--- config.mk ---
export PLATFORM = sky130hd
export DESIGN_NAME = pi_bus_master_flat
export DESIGN_NICKNAME = d
export VERILOG_FILES = /design/src/rtl/pi_bus_master_pkg.sv /design/src/rtl/pi_bus_master_if.sv /design/src/rtl/pi_bus_master_fifo.sv /design/src/rtl/pi_bus_master.sv /design/src/flat_wrapper.sv
export SDC_FILE = /design/constraint.sdc
export NUM_CORES = 1
export LEC_CHECK = 0
export ABC_AREA = 1
export CORE_MARGIN = 10
export CORE_UTILIZATION = 45
export CTS_CLUSTER_DIAMETER = 100
export CTS_CLUSTER_SIZE = 12
export DETAILED_ROUTE_END_ITERATION = 6
export PLACE_DENSITY = 0.71
export SLEW_MARGIN = 20
export SYNTH_ARGS = -nofsm -noshare
export SYNTH_HDL_FRONTEND = slang
export SYNTH_HIERARCHICAL = 1
export SYNTH_SLANG_ARGS = --single-unit
--- constraint.sdc ---
create_clock -name clk16_i -period 6.58 [get_ports clk16_i]
set_input_delay 1.974 -clock clk16_i [delete_from_list [all_inputs] [get_ports clk16_i]]
set_output_delay 1.974 -clock clk16_i [all_outputs]
set_load 0.005 [all_outputs]
--- src/rtl/pi_bus_master_pkg.sv ---
// Shared definitions for the Pi-side RAM bus master: default widths and FSM states.
package pi_bus_pkg;
   localparam int AW_DEF    = 17;
   localparam int DW_DEF    = 8;
   localparam int DEPTH_DEF = 2;

   typedef enum logic [1:0] {
      ST_IDLE   = 2'd0,
      ST_ADDR   = 2'd1,
      ST_STROBE = 2'd2,
      ST_HOLD   = 2'd3
   } state_e;
endpackage

--- src/rtl/pi_bus_master_if.sv ---
// Bundle of slot-timing, request/response and RAM-side signals of the Pi bus master.
interface pi_bus_master_if
   import pi_bus_pkg::*;
#(
   parameter int AW = AW_DEF,
   parameter int DW = DW_DEF
);
   logic          pi_select;
   logic          pi_strobe;
   logic          req_valid;
   logic          req_ready;
   logic          req_we;
   logic [AW-1:0] req_addr;
   logic [DW-1:0] req_data;
   logic          rsp_valid;
   logic          rsp_we;
   logic [DW-1:0] rsp_data;
   logic [AW-1:0] ram_addr;
   logic [DW-1:0] ram_dout;
   logic [DW-1:0] ram_din;
   logic          bus_oe;
   logic          ram_we;
   logic          ram_oe;

   modport master (
      input  pi_select, pi_strobe, req_valid, req_we, req_addr, req_data, ram_din,
      output req_ready, rsp_valid, rsp_we, rsp_data, ram_addr, ram_dout, bus_oe, ram_we, ram_oe
   );

   modport slave (
      output pi_select, pi_strobe, req_valid, req_we, req_addr, req_data, ram_din,
      input  req_ready, rsp_valid, rsp_we, rsp_data, ram_addr, ram_dout, bus_oe, ram_we, ram_oe
   );
endinterface

--- src/rtl/pi_bus_master_fifo.sv ---
// Small synchronous request queue; head is visible combinationally, pushes ignored when full.
module sync_fifo #(
   parameter int WIDTH = 26,
   parameter int DEPTH = 2
) (
   input  logic             clk_i,
   input  logic             rst_i,
   input  logic             push_i,
   input  logic             pop_i,
   input  logic [WIDTH-1:0] din_i,
   output logic [WIDTH-1:0] dout_o,
   output logic             full_o,
   output logic             empty_o
);
   localparam int PW = (DEPTH > 1) ? $clog2(DEPTH) : 1;

   logic [WIDTH-1:0] mem_q [DEPTH];
   logic [PW-1:0]    wr_q, rd_q;
   logic [PW:0]      cnt_q;
   logic             push_ok, pop_ok;

   assign full_o  = (cnt_q == (PW+1)'(DEPTH));
   assign empty_o = (cnt_q == '0);
   assign push_ok = push_i & ~full_o;
   assign pop_ok  = pop_i & ~empty_o;
   assign dout_o  = mem_q[rd_q];

   always_ff @(posedge clk_i) begin
      if (push_ok) mem_q[wr_q] <= din_i;
   end

   // Depth is a power of two, so pointers wrap naturally.
   always_ff @(posedge clk_i) begin
      if (rst_i) begin
         wr_q  <= '0;
         rd_q  <= '0;
         cnt_q <= '0;
      end else begin
         if (push_ok) wr_q <= wr_q + 1'b1;
         if (pop_ok)  rd_q <= rd_q + 1'b1;
         cnt_q <= cnt_q + {{PW{1'b0}}, push_ok} - {{PW{1'b0}}, pop_ok};
      end
   end
endmodule

--- src/rtl/pi_bus_master.sv ---
// Executes queued RAM requests, one per pi_select window, with bus drives gated by the
// window/strobe so nothing reaches the RAM bus outside the Pi slot.
module pi_bus_master
   import pi_bus_pkg::*;
#(
   parameter int ADDR_WIDTH = AW_DEF,
   parameter int DATA_WIDTH = DW_DEF,
   parameter int FIFO_DEPTH = DEPTH_DEF
) (
   input  logic            clk16_i,
   input  logic            reset_i,
   pi_bus_master_if.master bus_if
);
   localparam int FW = 1 + ADDR_WIDTH + DATA_WIDTH;

   logic                  sel_q, stb_q;
   logic                  sel_rise, sel_fall, stb_fall;
   state_e                state_q, state_d;
   logic                  active_q, active_d, retry_q, retry_d;
   logic                  cur_we_q, cur_we_d;
   logic [ADDR_WIDTH-1:0] cur_addr_q, cur_addr_d;
   logic [DATA_WIDTH-1:0] cur_data_q, cur_data_d;
   logic                  rsp_valid_q, rsp_valid_d, rsp_we_q, rsp_we_d;
   logic [DATA_WIDTH-1:0] rsp_data_q, rsp_data_d;
   logic                  fifo_pop, fifo_full, fifo_empty;
   logic [FW-1:0]         fifo_head;

   sync_fifo #(.WIDTH(FW), .DEPTH(FIFO_DEPTH)) u_fifo (
      .clk_i   (clk16_i),
      .rst_i   (reset_i),
      .push_i  (bus_if.req_valid),
      .pop_i   (fifo_pop),
      .din_i   ({bus_if.req_we, bus_if.req_addr, bus_if.req_data}),
      .dout_o  (fifo_head),
      .full_o  (fifo_full),
      .empty_o (fifo_empty)
   );

   assign sel_rise = bus_if.pi_select & ~sel_q;
   assign sel_fall = ~bus_if.pi_select & sel_q;
   assign stb_fall = ~bus_if.pi_strobe & stb_q;

   always_comb begin
      state_d     = state_q;
      active_d    = active_q;
      retry_d     = retry_q;
      cur_we_d    = cur_we_q;
      cur_addr_d  = cur_addr_q;
      cur_data_d  = cur_data_q;
      rsp_valid_d = 1'b0;
      rsp_we_d    = rsp_we_q;
      rsp_data_d  = rsp_data_q;
      fifo_pop    = 1'b0;
      case (state_q)
         ST_IDLE: begin
            // A window missed without a strobe leaves its request in cur; it goes first.
            if (sel_rise && retry_q) begin
               active_d = 1'b1;
               state_d  = ST_ADDR;
            end else if (sel_rise && !fifo_empty) begin
               fifo_pop = 1'b1;
               {cur_we_d, cur_addr_d, cur_data_d} = fifo_head;
               active_d = 1'b1;
               state_d  = ST_ADDR;
            end
         end
         ST_ADDR: begin
            if (bus_if.pi_strobe) begin
               state_d = ST_STROBE;
            end else if (sel_fall) begin
               active_d = 1'b0;
               retry_d  = 1'b1;
               state_d  = ST_IDLE;
            end
         end
         ST_STROBE: begin
            if (stb_fall) begin
               rsp_valid_d = 1'b1;
               rsp_we_d    = cur_we_q;
               rsp_data_d  = cur_we_q ? cur_data_q : bus_if.ram_din;
               retry_d     = 1'b0;
               active_d    = ~sel_fall;
               state_d     = sel_fall ? ST_IDLE : ST_HOLD;
            end else if (sel_fall) begin
               active_d = 1'b0;
               retry_d  = 1'b1;
               state_d  = ST_IDLE;
            end
         end
         ST_HOLD: begin
            if (sel_fall) begin
               active_d = 1'b0;
               state_d  = ST_IDLE;
            end
         end
         default: state_d = ST_IDLE;
      endcase
   end

   always_ff @(posedge clk16_i) begin
      if (reset_i) begin
         sel_q       <= 1'b0;
         stb_q       <= 1'b0;
         state_q     <= ST_IDLE;
         active_q    <= 1'b0;
         retry_q     <= 1'b0;
         cur_we_q    <= 1'b0;
         cur_addr_q  <= '0;
         cur_data_q  <= '0;
         rsp_valid_q <= 1'b0;
         rsp_we_q    <= 1'b0;
         rsp_data_q  <= '0;
      end else begin
         sel_q       <= bus_if.pi_select;
         stb_q       <= bus_if.pi_strobe;
         state_q     <= state_d;
         active_q    <= active_d;
         retry_q     <= retry_d;
         cur_we_q    <= cur_we_d;
         cur_addr_q  <= cur_addr_d;
         cur_data_q  <= cur_data_d;
         rsp_valid_q <= rsp_valid_d;
         rsp_we_q    <= rsp_we_d;
         rsp_data_q  <= rsp_data_d;
      end
   end

   // Reset term kills the drives in the very cycle reset is raised.
   assign bus_if.bus_oe    = bus_if.pi_select & active_q & ~reset_i;
   assign bus_if.ram_we    = bus_if.pi_strobe & active_q & cur_we_q & ~reset_i;
   assign bus_if.ram_oe    = bus_if.pi_select & active_q & ~cur_we_q & ~reset_i;
   assign bus_if.ram_addr  = cur_addr_q;
   assign bus_if.ram_dout  = cur_data_q;
   assign bus_if.req_ready = ~fifo_full;
   assign bus_if.rsp_valid = rsp_valid_q;
   assign bus_if.rsp_we    = rsp_we_q;
   assign bus_if.rsp_data  = rsp_data_q;
endmodule

--- src/flat_wrapper.sv ---
// flat-port wrapper written by rule: the top's interface ports become plain ports
module pi_bus_master_flat import pi_bus_pkg::*;
#(
   parameter int ADDR_WIDTH = AW_DEF,
   parameter int DATA_WIDTH = DW_DEF,
   parameter int FIFO_DEPTH = DEPTH_DEF
)
  (clk16_i, reset_i, bus_if_pi_select, bus_if_pi_strobe, bus_if_req_valid, bus_if_req_we, bus_if_req_addr, bus_if_req_data, bus_if_ram_din, bus_if_req_ready, bus_if_rsp_valid, bus_if_rsp_we, bus_if_rsp_data, bus_if_ram_addr, bus_if_ram_dout, bus_if_bus_oe, bus_if_ram_we, bus_if_ram_oe);
  pi_bus_master_if #(.AW(17), .DW(8)) bus_if_i ();
  input  logic clk16_i;
  input  logic reset_i;
  input wire logic [$bits(bus_if_i.pi_select)-1:0] bus_if_pi_select;
  input wire logic [$bits(bus_if_i.pi_strobe)-1:0] bus_if_pi_strobe;
  input wire logic [$bits(bus_if_i.req_valid)-1:0] bus_if_req_valid;
  input wire logic [$bits(bus_if_i.req_we)-1:0] bus_if_req_we;
  input wire logic [$bits(bus_if_i.req_addr)-1:0] bus_if_req_addr;
  input wire logic [$bits(bus_if_i.req_data)-1:0] bus_if_req_data;
  input wire logic [$bits(bus_if_i.ram_din)-1:0] bus_if_ram_din;
  output wire logic [$bits(bus_if_i.req_ready)-1:0] bus_if_req_ready;
  output wire logic [$bits(bus_if_i.rsp_valid)-1:0] bus_if_rsp_valid;
  output wire logic [$bits(bus_if_i.rsp_we)-1:0] bus_if_rsp_we;
  output wire logic [$bits(bus_if_i.rsp_data)-1:0] bus_if_rsp_data;
  output wire logic [$bits(bus_if_i.ram_addr)-1:0] bus_if_ram_addr;
  output wire logic [$bits(bus_if_i.ram_dout)-1:0] bus_if_ram_dout;
  output wire logic [$bits(bus_if_i.bus_oe)-1:0] bus_if_bus_oe;
  output wire logic [$bits(bus_if_i.ram_we)-1:0] bus_if_ram_we;
  output wire logic [$bits(bus_if_i.ram_oe)-1:0] bus_if_ram_oe;
  assign bus_if_i.pi_select = bus_if_pi_select;
  assign bus_if_i.pi_strobe = bus_if_pi_strobe;
  assign bus_if_i.req_valid = bus_if_req_valid;
  assign bus_if_i.req_we = bus_if_req_we;
  assign bus_if_i.req_addr = bus_if_req_addr;
  assign bus_if_i.req_data = bus_if_req_data;
  assign bus_if_i.ram_din = bus_if_ram_din;
  assign bus_if_req_ready = bus_if_i.req_ready;
  assign bus_if_rsp_valid = bus_if_i.rsp_valid;
  assign bus_if_rsp_we = bus_if_i.rsp_we;
  assign bus_if_rsp_data = bus_if_i.rsp_data;
  assign bus_if_ram_addr = bus_if_i.ram_addr;
  assign bus_if_ram_dout = bus_if_i.ram_dout;
  assign bus_if_bus_oe = bus_if_i.bus_oe;
  assign bus_if_ram_we = bus_if_i.ram_we;
  assign bus_if_ram_oe = bus_if_i.ram_oe;
  pi_bus_master #(.ADDR_WIDTH(ADDR_WIDTH), .DATA_WIDTH(DATA_WIDTH), .FIFO_DEPTH(FIFO_DEPTH)) u_core (.clk16_i(clk16_i), .reset_i(reset_i), .bus_if(bus_if_i));
endmodule
# --- Word-level counts from Yosys, hierarchy flattened ---
# Memories as Yosys holds them, arrays and structs flattened. A register that Yosys moved wholly into a read port is not among the register bits.
# Cells that the tools add are included.
totals:
  regBits: 20
  latchBits: 0
  ram_bits: 52
  romBits: 0
  in_bits: 39
  output_inout_bits: 39
  wordCells: 79
  memories: 1
mem_list:
  columns: ["memory", "depth", "width", "rd", "rd_clocked_by_memory_dff", "write_ports", "line_no", "source"]
  rows:
  - ["u_core.u_fifo.mem_q", 2, 26, 1, 1, 1, "pi_bus_master_fifo.sv:17", "logic [WIDTH-1:0] mem_q [DEPTH];"]
op_classes:
  addsub: 4
  n_mul: 0
  div_mod_pow: 0
  magnitude_cmp: 0
  eq_ne: 6
  shift: 0
  n_mux: 24
  bitwise_logic: 22
  n_reduce_logical: 11
op_table:
  columns: ["cell", "count"]
  rows:
  - ["$mux W1", 14]
  - ["$and A1 B1 Y1", 12]
  - ["$mux W2", 6]
  - ["$not A1 Y1", 10]
  - ["$mux W8", 1]
  - ["$pmux W2 S4", 1]
  - ["$eq A2 B2 Y1 const B", 3]
  - ["$reduce_and A2 Y1", 3]
  - ["$logic_not A2 Y1", 2]
  - ["$pmux W1 S4", 1]
  - ["$ne A3 B1 Y1 const B", 1]
  - ["$reduce_and A3 Y1", 1]
  - ["$add A1 B1 Y1 const B", 2]
  - ["$add A2 B1 Y2", 1]
  - ["$eq A2 B1 Y1 const B", 1]
  - ["$logic_and A1 B1 Y1", 2]
  - ["$ne A2 B2 Y1 const B", 1]
  - ["$pmux W1 S2", 1]
  - ["$reduce_bool A2 Y1", 1]
  - ["$reduce_or A2 Y1", 1]
  - ["$sub A2 B1 Y2", 1]
  - ["$logic_not A1 Y1", 1]

# --- Depth between registers and ports, before layout ---
# Gate-level depths: netlist of the first run.
depth:
  word_depth: 8
  ltp_mapped: 16
  depth_no_buf: 15

# --- By module ---
# The synthesis of the first run kept the hierarchy.
modules_own_cells:
  columns: ["module", "instances", "cells_each", "area_per_inst_um2"]
  rows:
  - ["sync_fifo", 1, 120, 2232.1]
  - ["pi_bus_master", 1, 264, 1788.0]

# --- Worst setup path before layout of the first run ---
# OpenSTA, ideal clock, no wires.
synth_timing:
  path_type: "input -> output"
  start: "input port reset_i"
  end: "output port bus_if_ram_oe"
  t_arrival_ps: 2494
  slack_ps: 2112
  path_stages: 4
  path_cell_list: "inv_1 > buf_2 > nand2_1 > nor3_1"
synth_via:
  elab_chain_cells: 2
synth_lines:
  columns: ["item", "line_no", "source"]
  rows:
  - ["from (decl)", "flat_wrapper.sv:11", "input logic reset_i;"]
  - ["$not A1 Y1", "pi_bus_master.sv:131", "assign bus_if.ram_oe = bus_if.pi_select & active_q & ~cur_we_q & ~reset_i;"]
  - ["$and A1 B1 Y1", "pi_bus_master.sv:131", null]
  - ["to (decl)", "flat_wrapper.sv:27", "output wire logic [$bits(bus_if_i.ram_oe)-1:0] bus_if_ram_oe;"]
# No other way between the ends.

# --- Final worst setup path of the first run ---
# Ends and elaborated chain as after synthesis.

==> results by group, run 1 <==
Status
  – Status: finished, final reports clean

Timing
  – Worst slew pin tran: 0.867 ns
  – Fin Setup TNS: 0 ns
  – Final Max Slew Viols: 0
  – Fin. Hold Viols: 0
  – Min Tclk post-route: 5.38 ns
  – Clk_skew: 0.0122 ns
  – Hold_ws: 0.508 ns
  – Final Setup Violations: 0
  – Slew margin rel.: 0.422
  – RSZ-0062 raised after global routing: false
  – Final period util: 0.818
  – Highest clock rate: 186 MHz

Placed design
  – Gpl congestion: 0.837
  – DP Area: 4820 sq um
  – Post-detail-place hpwl: 5.48 mm
  – Placed Cells: 557
  – Port bufs: 77

Power and ir drop
  – Seq pwr share: 0.522
  – Power Total: 1.47 mW
  – Combinational Power Share: 0.201
  – Pwr dens: 292 nW/um^2
  – Sw frac: 0.274
  – Net load switching power: 0.403 mW
  – Clock power share: 0.278
  – P_leak: 2.08 nW
  – Peak VDD IR: ~0.16 mV
  – Pint: 1.07 mW

Cells and area
  – Fill cell count: 761
  – Post-Layout Cell Count: 573
  – Cell area after layout: 5030 sq um
  – Final Net Count: 501
  – Most frequent cells in the layout: nand2_1, clkdlybuf4s50_1, nor2_1
  – Share of cells above drive strength 1: 0.110
  – Most common cell after layout, fill and taps aside: nand2_1
  – Synthesis-to-layout area growth: 25.2%
  – Diode count: 0

Worst setup path
  – CP Max Fanout: 6
  – Crit-path slowest cell: clkdlybuf4s50_1
  – Crit path cell chain: clkdlybuf4s50_1 -> inv_1 -> nand2_1 -> nor3_1 -> clkdlybuf4s50_1
  – Setup crit start kind: primary input
  – Crit Path Class: in -> out
  – R2R Setup Slk: 4.20 ns
  – Required @ worst endpoint: 4.61 ns
  – Delay-heaviest family, CP: buffers and inverters
  – CP endpoint kind: output pin
  – Most used cell along the critical path: clkdlybuf4s50_1
  – CP Buf/Inv Count: 3
  – Arrival time worst endpoint: ~3.4 ns
  – CP max stage delay: between 0.5 and 0.6 ns

Drt
  – 1st-iter DRT viols: about 210
  – Vias per cell: 4.69
  – Final routed DRC violation total: 0
  – Post-route ant nets: 0
  – Initial DRT Pass Iterations: 4
  – Wire per inst: 14.2 um
  – Routed wire length: 8.13 mm
  – Vias: roughly 2700

Clock tree
  – Clk sinks: between 90 and 100
  – TritonCTS Buffers: 9
  – Clock-pin slew on the worst setup and hold paths: 0.10 ns
  – Root buffer selected by CTS: clkbuf_8
  – CTS tree: built
  – Max Root-Sink Buffers: 2
  – Clock Latency Late Sink: about 0.36 ns
  – H-tree depth: 3
  – Hold Buf Count CTS: 0
  – Setup repair bufs after CTS: 0
  – # resized after CTS: 0

Synthesis
  – Post-Syn Instances: 384
  – Count of cell types in the netlist: 23
  – Syn nets: 425
  – Synthesized cell area: 4020 sq um
  – EDFF count, synth: 52
  – Ys flop type: edfxtp_1
  – Ys async rst share: 0
  – Ys Warns: 6
  – Sequential area share after synthesis: 0.622
  – Synth Area per Inst: 10.5 sq um
  – Synth Register Bits: 99

Floorplan
  – Die extent in y: 115 um
  – Top Ports: 78
  – Core ar.: 8720 sq um
  – Initial core utilization: 0.461
  – Die X: 115 um
  – Num rows: 34
  – Die area: around 13000 sq um

Global routing
  – Grt ovf: 0
  – Number of global-route vias before repair: ~2700
  – Global-route usage over all layers: 0.125
  – Largest net degree at the start of global routing: 54
  – Initial antenna violation count: 0
  – Wire length of the first global-routing pass: 13.2 mm

Min path
  – Hold/Removal Path Class: reg -> reg

Job
  – Max cap viols: 0
## worst min-delay path: cells and delay by family (launching register included)
| family | cells | cell delay [ns] |
|---|---|---|
| flops | 1 | 0.34 |
| simple gates | 2 | 0.15 |
## kinds of logic (layout without fill, tap and decap cells)
group                    Yosys count  in the layout  synth area share
AO/OA/AOI/OAI                     27             27            0.0345
adder cells (fa/ha/maj)            2              2           0.00622
buffers and inverters             60            141            0.0738
flip-flops                        99             99             0.622
multiplexers                      26             26            0.0915
AND/OR/NAND/NOR                  170            170             0.171
## routing by layer
layer	GRT usage	wire [um]	up-vias
li1	-	-	1381
met1	0.148	3490	1216
met2	0.200	3860	81
met3	0.0587	726	9
met4	0.0317	63	0
met5	0	0	-
## flip-flops by register name, indices dropped and copies added (netlist names), named ones only
name / cells
u_core/sel_q: 1
u_core/bus_if.rsp_valid: 1
u_core/active_q: 1
u_core/state_q: 2
u_core/bus_if.ram_addr: 17
u_core/stb_q: 1
u_core/u_fifo/wr_q: 1
u_core/bus_if.rsp_we: 1
u_core/cur_we_q: 1
u_core/u_fifo/rd_q: 1
u_core/retry_q: 1
u_core/bus_if.rsp_data: 8
u_core/u_fifo/cnt_q: 2
u_core/bus_if.ram_dout: 8
u_core/u_fifo/mem_q: 52
## through the flow
stage | worst slack (ns) | utilization
global placement | 1.27 | 0.553
CTS | 1.18 | 0.577
finish | 1.20 | 0.577
detailed placement | 1.20 | 0.553
global route | 1.06 | 0.577
floorplan | 2.11 | -
## power groups by stage
stage	clock network (mW)	logic (mW)	registers, mW
after CTS	0.424	0.301	0.770
after floorplan	0	0.195	0.766
after global routing	0.448	0.333	0.778
after global placement	0	0.292	0.781
after detailed placement	0	0.299	0.784
final	0.409	0.296	0.768
## area by class of cell
| cell class | count | area [sq um] | area share |
|---|---|---|---|
| clock inverter | 6 | 76.3 | 0.0152 |
| multi-input combinational | 225 | 1220 | 0.243 |
| inverter | 46 | 173 | 0.0343 |
| timing repair buffer | 79 | 786 | 0.156 |
| tap | 108 | 135 | 0.0268 |
| clock buffer | 10 | 138 | 0.0273 |
| sequential | 99 | 2500 | 0.497 |
## final timing paths
| path | start | end | cells after the start |
|---|---|---|---|
| hold / removal | u_core/u_fifo/rd_q | flop | 2 |
| setup reg to reg | u_core/u_fifo/cnt_q[1] | u_core/u_fifo/cnt_q[1] | 14 |
| hold reg to reg | u_core/u_fifo/rd_q | flop | 2 |
| setup / recovery | reset_i | bus_if_ram_oe | 5 |
## Yosys cell counts, types with 2 or more instances
cell type  instances  area share
a21oi_1            6      0.0075
buf_12             2       0.010
buf_2              7      0.0087
buf_6              4       0.011
dfxtp_1           47        0.23
edfxtp_1          52        0.39
ha_1               2      0.0062
inv_1             46       0.043
mux2_2             6       0.017
mux2_4            20       0.075
nand2_1           81       0.076
nand3_1           14       0.017
nor2_1            69       0.064
o21ai_0           19       0.024
Power figures use the tool's default switching activity.
==> run 2, diff against run 1 <==
Settings changed: PLACE_DENSITY 0.71 to 0.74.
Clock period 6.58 ns to 4.95 ns, I/O delays scaled along.
==> results by group, run 2 (synthesized netlist as in run 1, its figures left out) <==
Clock tree
  – Clock-pin slew on the worst setup and hold paths: around 0.090 ns
  – Max Root-Sink Buffers: 2
  – H-tree depth: 3
  – CTS tree: built
  – Hold Buf Count CTS: 0
  – TritonCTS Buffers: 9
  – Clk sinks: 99
  – # resized after CTS: 0
  – Clock Latency Late Sink: 0.36 ns
  – Root buffer selected by CTS: clkbuf_8
  – Setup repair bufs after CTS: 0

Timing
  – Final Setup Violations: 0
  – Final Max Slew Viols: 0
  – Worst slew pin tran: 0.979 ns
  – Highest clock rate: 227 MHz
  – RSZ-0062 raised after global routing: false
  – Slew margin rel.: 0.343
  – Clk_skew: 0.0113 ns
  – Worst setup margin: 0.541 ns
  – Min Tclk post-route: between 4 and 5 ns
  – Fin Setup TNS: 0 ns
  – Final period util: 0.891
  – Fin. Hold Viols: 0

Worst setup path
  – CP Buf/Inv Count: 3
  – Crit-path slowest cell: clkdlybuf4s50_1
  – Crit path cell chain: clkdlybuf4s50_1 -> inv_1 -> nand2_1 -> nor3_1 -> clkdlybuf4s50_1
  – CP max stage delay: 0.54 ns
  – Required @ worst endpoint: 3.46 ns
  – Most used cell along the critical path: clkdlybuf4s50_1
  – Crit Path Class: in -> out
  – CP endpoint kind: output pin
  – Delay-heaviest family, CP: buffers and inverters
  – CP Max Fanout: 6
  – Setup crit start kind: primary input
  – Arrival time worst endpoint: 2.92 ns

Global routing
  – Number of global-route vias before repair: between 2000 and 3000
  – Grt ovf: 0
  – Largest net degree at the start of global routing: 54
  – Initial antenna violation count: 1
  – Wire length of the first global-routing pass: 13.4 mm
  – Global-route usage over all layers: 0.128

Drt
  – Wire per inst: roughly 14 um
  – Final routed DRC violation total: 0
  – Vias: 2700
  – Post-route ant nets: 0
  – 1st-iter DRT viols: 114
  – Routed wire length: 8.22 mm
  – Vias per cell: 4.71
  – Initial DRT Pass Iterations: 4

Cells and area
  – Final Net Count: 501
  – Post-Layout Cell Count: 573
  – Share of cells above drive strength 1: 0.103
  – Largest Register: u_core/u_fifo/mem_q
  – Multi-input gate area: ~1200 sq um
  – Max reg flops: between 50 and 60
  – Synthesis-to-layout area growth: 24.7%
  – Seq. cell area: around 2500 sq um
  – Post-Route Utilization: 0.575
  – Diode count: 0
  – Most common cell after layout, fill and taps aside: nand2_1
  – Most frequent cells in the layout: nand2_1, clkdlybuf4s50_1, nor2_1
  – Fill cell count: a little under 800
  – Cell area after layout: 5010 sq um

Floorplan
  – Die X: about 110 um
  – Top Ports: 78
  – Initial core utilization: 0.461
  – Num rows: 34
  – Core ar.: 8720 sq um
  – Die extent in y: 115 um
  – Die area: approximately 13000 sq um

Placed design
  – Placed Cells: 557
  – DP Area: 4820 sq um
  – Post-detail-place hpwl: 5.73 mm
  – Pre-CTS setup slack: 0.545 ns
  – Port bufs: 77
  – Gpl congestion: 0.808

Job
  – Max cap viols: 0

Power and ir drop
  – Peak VDD IR: between 0.15 and 0.2 mV
  – P_leak: 2.06 nW
  – Pwr dens: roughly 380 nW/um^2

Min path
  – Hold/Removal Path Class: reg -> reg

Status
  – Status: finished, final reports clean
[run 2: stage by stage]
stage	total power [mW]	hold WS, ns
CTS	1.95	0.498
floorplan	1.28	0.467
finish	1.92	0.491
global route	2.04	0.529
global placement	1.42	0.463
detailed placement	1.44	0.476
[run 2: path summary, 6_finish.rpt]
path | from | to | slack (ns) | cells past startpoint
setup / recovery | reset_i | bus_if_ram_oe | 0.54 | 5
hold / removal | u_core/bus_if.rsp_data[1] | u_core/bus_if.rsp_data[1] | 0.49 | 2
setup reg to reg | u_core/u_fifo/cnt_q[0] | u_core/u_fifo/cnt_q[1] | 2.42 | 14
hold reg to reg | u_core/bus_if.rsp_data[1] | u_core/bus_if.rsp_data[1] | 0.49 | 2
[run 2: worst register-to-register path, delay by kind of cell (launching register included)]
kind	cells	cell delay [ns]
simple gates	8	1.22
fa+ha+maj	2	0.44
buf+inv	4	0.39
flops	1	0.38
[run 2: power breakdown]
group | internal, mW | switching, mW | total (mW)
logic | 0.203 | 0.194 | 0.397
clock network | 0.234 | 0.272 | 0.507
registers | 0.962 | 0.0567 | 1.02
total | 1.40 | 0.523 | 1.92
[run 2: routing by layer]
metal,vias up,wire (um),track usage
li1,1378,-,-
met1,1241,3490,0.141
met2,70,3890,0.207
met3,9,748,0.0613
met4,2,88,0.0501
met5,-,9,0
[run 2: cell type report]
| class | instances | area share |
|---|---|---|
| Sequential cell | 99 | 0.500 |
| Clock inverter | 6 | 0.0127 |
| Timing Repair Buffer | 79 | 0.157 |
| Multi-Input combinational cell | 225 | 0.244 |
| Tap cell | 108 | 0.0270 |
| Inverter | 46 | 0.0344 |
| Clock buffer | 10 | 0.0255 |
